### src/rtl/counter_bank_pkg.sv
// Shared types and helpers for the counter bank and its per-channel counters.
package counter_bank_pkg;

  typedef enum logic {
    CNT_WRAP = 1'b0,
    CNT_SAT  = 1'b1
  } cnt_mode_t;

  localparam int MAX_WIDTH = 64;

  // Saturation value for a counter of the given width (widths up to MAX_WIDTH).
  function automatic logic [MAX_WIDTH-1:0] all_ones(input int width);
    logic [MAX_WIDTH-1:0] mask;
    mask = '0;
    for (int i = 0; i < MAX_WIDTH; i++) begin
      if (i < width) mask[i] = 1'b1;
    end
    return mask;
  endfunction

endpackage

### src/rtl/counter_chan.sv
// One counter channel: priority clr > load > en, wrap or saturate on overflow,
// registered overflow pulse and a sticky overflow flag.
module counter_chan
  import counter_bank_pkg::*;
#(
  parameter int               WIDTH = 8,
  parameter cnt_mode_t        MODE  = CNT_WRAP,
  parameter logic [WIDTH-1:0] INIT  = '0
) (
  input  logic             clk,
  input  logic             rst,
  input  logic             en,
  input  logic             clr,
  input  logic             load,
  input  logic [WIDTH-1:0] load_val,
  input  logic [WIDTH-1:0] step,
  input  logic             ovf_clr,
  output logic [WIDTH-1:0] count,
  output logic             ovf_pulse,
  output logic             ovf_sticky
);

  localparam logic [WIDTH-1:0] MAX_VAL = WIDTH'(all_ones(WIDTH));

  logic [WIDTH-1:0] count_q, count_d;
  logic             ovf_pulse_q, ovf_pulse_d;
  logic             ovf_sticky_q, ovf_sticky_d;
  logic [WIDTH:0]   sum;
  logic             ovf_event;

  always_comb begin
    sum       = {1'b0, count_q} + {1'b0, step};
    count_d   = count_q;
    ovf_event = 1'b0;
    if (clr) begin
      count_d = '0;
    end else if (load) begin
      count_d = load_val;
    end else if (en) begin
      ovf_event = sum[WIDTH];
      if (MODE == CNT_SAT && sum[WIDTH]) begin
        count_d = MAX_VAL;
      end else begin
        count_d = sum[WIDTH-1:0];
      end
    end
    ovf_pulse_d  = ovf_event;
    // A new overflow outranks a simultaneous software clear of the flag.
    ovf_sticky_d = ovf_event | (ovf_sticky_q & ~ovf_clr);
  end

  always_ff @(posedge clk or posedge rst) begin
    if (rst) begin
      count_q      <= INIT;
      ovf_pulse_q  <= 1'b0;
      ovf_sticky_q <= 1'b0;
    end else begin
      count_q      <= count_d;
      ovf_pulse_q  <= ovf_pulse_d;
      ovf_sticky_q <= ovf_sticky_d;
    end
  end

  assign count      = count_q;
  assign ovf_pulse  = ovf_pulse_q;
  assign ovf_sticky = ovf_sticky_q;

endmodule

### src/rtl/counter_bank.sv
// Bank of CHANNELS independent counters; this level only packs and unpacks
// the per-channel buses around counter_chan instances.
module counter_bank
  import counter_bank_pkg::*;
#(
  parameter int               WIDTH    = 8,
  parameter int               CHANNELS = 2,
  parameter cnt_mode_t        MODE     = CNT_WRAP,
  parameter logic [WIDTH-1:0] INIT     = '0
) (
  input  logic                      clk,
  input  logic                      rst,
  input  logic [CHANNELS-1:0]       en,
  input  logic [CHANNELS-1:0]       clr,
  input  logic [CHANNELS-1:0]       load,
  input  logic [CHANNELS*WIDTH-1:0] load_val,
  input  logic [WIDTH-1:0]          step,
  input  logic [CHANNELS-1:0]       ovf_clr,
  output logic [CHANNELS*WIDTH-1:0] count,
  output logic [CHANNELS-1:0]       ovf_pulse,
  output logic [CHANNELS-1:0]       ovf_sticky
);

  for (genvar i = 0; i < CHANNELS; i++) begin : g_chan
    counter_chan #(
      .WIDTH(WIDTH),
      .MODE (MODE),
      .INIT (INIT)
    ) u_chan (
      .clk       (clk),
      .rst       (rst),
      .en        (en[i]),
      .clr       (clr[i]),
      .load      (load[i]),
      .load_val  (load_val[i*WIDTH +: WIDTH]),
      .step      (step),
      .ovf_clr   (ovf_clr[i]),
      .count     (count[i*WIDTH +: WIDTH]),
      .ovf_pulse (ovf_pulse[i]),
      .ovf_sticky(ovf_sticky[i])
    );
  end

endmodule
### config.mk
export PLATFORM = sky130hd
export DESIGN_NAME = counter_bank
export DESIGN_NICKNAME = d
export VERILOG_FILES = /design/src/rtl/counter_bank_pkg.sv /design/src/rtl/counter_chan.sv /design/src/rtl/counter_bank.sv
export SDC_FILE = /design/constraint.sdc
export NUM_CORES = 1
export LEC_CHECK = 0
export ABC_AREA = 1
export CORE_UTILIZATION = 40
export CTS_BUF_LIST = sky130_fd_sc_hd__clkbuf_4
export CTS_CLUSTER_DIAMETER = 150
export DETAILED_ROUTE_END_ITERATION = 8
export PLACE_DENSITY = 0.7
export SYNTH_ARGS = -nofsm -noshare
export SYNTH_HDL_FRONTEND = slang
export SYNTH_SLANG_ARGS = --single-unit
### constraint.sdc
create_clock -name clk -period 1.7 [get_ports clk]
set_input_delay 0.34 -clock clk [delete_from_list [all_inputs] [get_ports clk]]
set_output_delay 0.34 -clock clk [all_outputs]
set_load 0.005 [all_outputs]
==> flow_summary.ini <==
[run_status]
status = complete, no violations

[logic_synthesis]
synth_area_um2 = 1720
synth.area.top_cells = dfrtp_1 29%, nand2_1 18%, ha_1 12%
ys_seq_area_frac = 0.291
synth_edf_count = 0
syn_nets = 308
yosysUniqueCellTypes = 26
synth_common_cells = 83 x nand2_1, 36 x inv_1, 29 x nor2_1
synth.largest_area_cell = dfrtp_1
synth_top_area_frac = 0.291
synthArstFlopShare = 1.00
synth_most_common_cell = nand2_1
yosys_warnings = 0
synth_ff_type = dfrtp_1
netlist_instances = 256
synth.avg_cell_area_um2 = 6.73
synth-seq-cells = 20

[finish]
nNetsFinal = 378
area_growth_pct = 45.1
seq_area_um2 = 500
multi_input_area_um2 = 1100
fin_util = 0.616
antenna_cells = 0
fill_cells = 388
drive_gt1_frac = 0.166

[sta]
fin_skew_ps = 5.63
holdWs_ps = 335
period_needed_ps = 1650
period_share = 0.969
slew_headroom = 0.811
max_freq_ghz = 0.607
slew_violations = 0
setup_viol = 0
rsz0062_at_grt = true
hold_violations = 0
tightest_slew_ps = 284

[critical_path]
cp_max_fo = 3
worstSetupPathType = flop to primary output
critPathMaxStageDelay_ps = 480
arrival_ps = 1310
critPathLaunchType = flop
crit_chain = buf_4, clkdlybuf4s50_1
endpoint_kind = primary output
worst_path_max_delay_cell = clkdlybuf4s50_1
required_ps = 1360

[routing]
drcViolationCount = 0
vias = 1800
drtIter0Drc = 77
top_layer = met4
route.met3.wl_um = 277
wl_per_cell_um = 11.7
first_pass_iters = 4
postRouteAntennaNets = 0
routed_wl_um = 4400
drt-met1-wl_um = 2110
dr_wl_met2_um = 1970
vias_per_cell = 4.80

[clocking]
cts_buffers = 3
cts_root_buf = clkbuf_4
htreeDepth = 1
clkSinkCount = 20
insertion_delay_ps = 310
cts_max_path_buffers = 2
cts_tree = done
clkSlewWorstSetupHoldPaths_ps = 130

[placed_design]
portBuffers = 53
place.gp.congestion = 0.859
hpwl_um = 3310

[grt]
grt_pass1_vias = 1666
grt_max_degree = 21
grt_pass1_wl_um = 7270
antenna_found_initial = 0
gr-usage-all-layers = 0.212
grt-ovfl-total = 0

[floorplan]
initial_core_util = 0.424
rows = 23
fp.dieH_um = 67.6
core_area_um2 = 4060
ios = 54
dieArea_um2 = 4570
die-width_um = 67.6

[power_and_ir_drop]
ir_worst_vdd_uv = 294
pwr_density_cell_nw_per_um2 = 639
leakagePower_nw = 1.35

[worst_hold_path]
hold_class = input pin to asynchronous set/reset pin

[run]
maxCapViolCount = 0
[cell type report]
type	instances	share of cell area
well taps	50	0.0250
multi-input cells	192	0.441
repair buffers	71	0.266
flip-flops and latches	20	0.200
inverters	38	0.0571
clock inverters	1	0.00150
clock buffers	3	0.00901
[power by group]
group	switching [W]	internal, W
clock network	0.000169	0.0000858
registers	0.0000423	0.000524
logic	0.000377	0.000399
[final timing paths]
path                            depth (start not counted)  slack, ps                           to                   startpoint
worst max-delay path                                    2         50                     count[8]    g_chan[1].u_chan.count[0]
worst min-delay path                                    3        330    g_chan[1].u_chan.count[0]                          rst
worst max register to register                         11         90    g_chan[0].u_chan.count[4]    g_chan[0].u_chan.count[0]
worst min register to register                          2        500  g_chan[0].u_chan.ovf_sticky  g_chan[0].u_chan.ovf_sticky
max in group asynchronous                               3       1140    g_chan[0].u_chan.count[7]                          rst
min in group clk                                        2        500  g_chan[0].u_chan.ovf_sticky  g_chan[0].u_chan.ovf_sticky
[routing by layer]
metal,vias up,global-route usage
met1,804,0.299
met2,54,0.338
met4,0,0.0479
met3,4,0.0270
li1,938,-
met5,-,0
[cell families (layout without fill, tap and decap cells)]
group	Yosys count	after routing	share of synthesized area
simple gates	150	150	0.374
flops	20	20	0.291
compound gates	22	22	0.0727
buf+inv	44	113	0.111
fa+ha+maj	18	18	0.140
mux	2	2	0.0116
[through the flow]
stage / cell area (um^2) / setup WS [ps] / cells / total power (W) / TNS, ps
6_report: 2500 / 52.8 / 375 / 0.00160 / 0
2_1_floorplan: 1720 / 138 / 256 / 0.000969 / 0
5_1_grt: 2500 / -19.2 / 375 / 0.00173 / -51.9
4_1_cts: 2430 / 1.84 / 373 / 0.00157 / 0
3_5_place_dp: 2390 / -524 / 369 / 0.00129 / -5730
3_3_place_gp: 2390 / -455 / 369 / 0.00128 / -5450
[sequential cells by signal, indices dropped and copies added (netlist names)]
register	flops
g_chan.u_chan.ovf_pulse	2
g_chan.u_chan.ovf_sticky	2
g_chan.u_chan.count	16
[cell usage in the layout (no fill, tap or decap), drive strengths merged]
| cell | instances |
|---|---|
| clkdlybuf4s50 | 50 |
| nand3b | 2 |
| mux2i | 2 |
| a21oi | 9 |
| or2 | 8 |
| inv | 38 |
| nor2 | 29 |
| fa | 2 |
| clkbuf | 3 |
| o21a | 2 |
| nand4 | 1 |
| o31ai | 3 |
| nor3 | 2 |
| buf | 18 |
| o22ai | 2 |
| and2 | 1 |
| o21ai | 6 |
| ha | 16 |
| nand3 | 21 |
| dlymetal6s2s | 1 |
| dlygate4sd2 | 2 |
| nand2 | 86 |
| clkinv | 1 |
| dfrtp | 20 |
[critical path: cells and delay by family (launching register included)]
kind                   cells  cell delay [ps]
DFF                        1              390
buffers and inverters      2              600
[timing repair]
action | CTS | global route
pin swaps | 5 | 6
resized for setup | 8 | 20
buffers inserted | 0 | 2
setup endpoints to repair | 9 | 9
endpoints found under the hold margin | 0 | 0
cloned | 0 | 0
hold buffers | 0 | 0
Note: power is estimated with default switching activity, not from simulation.
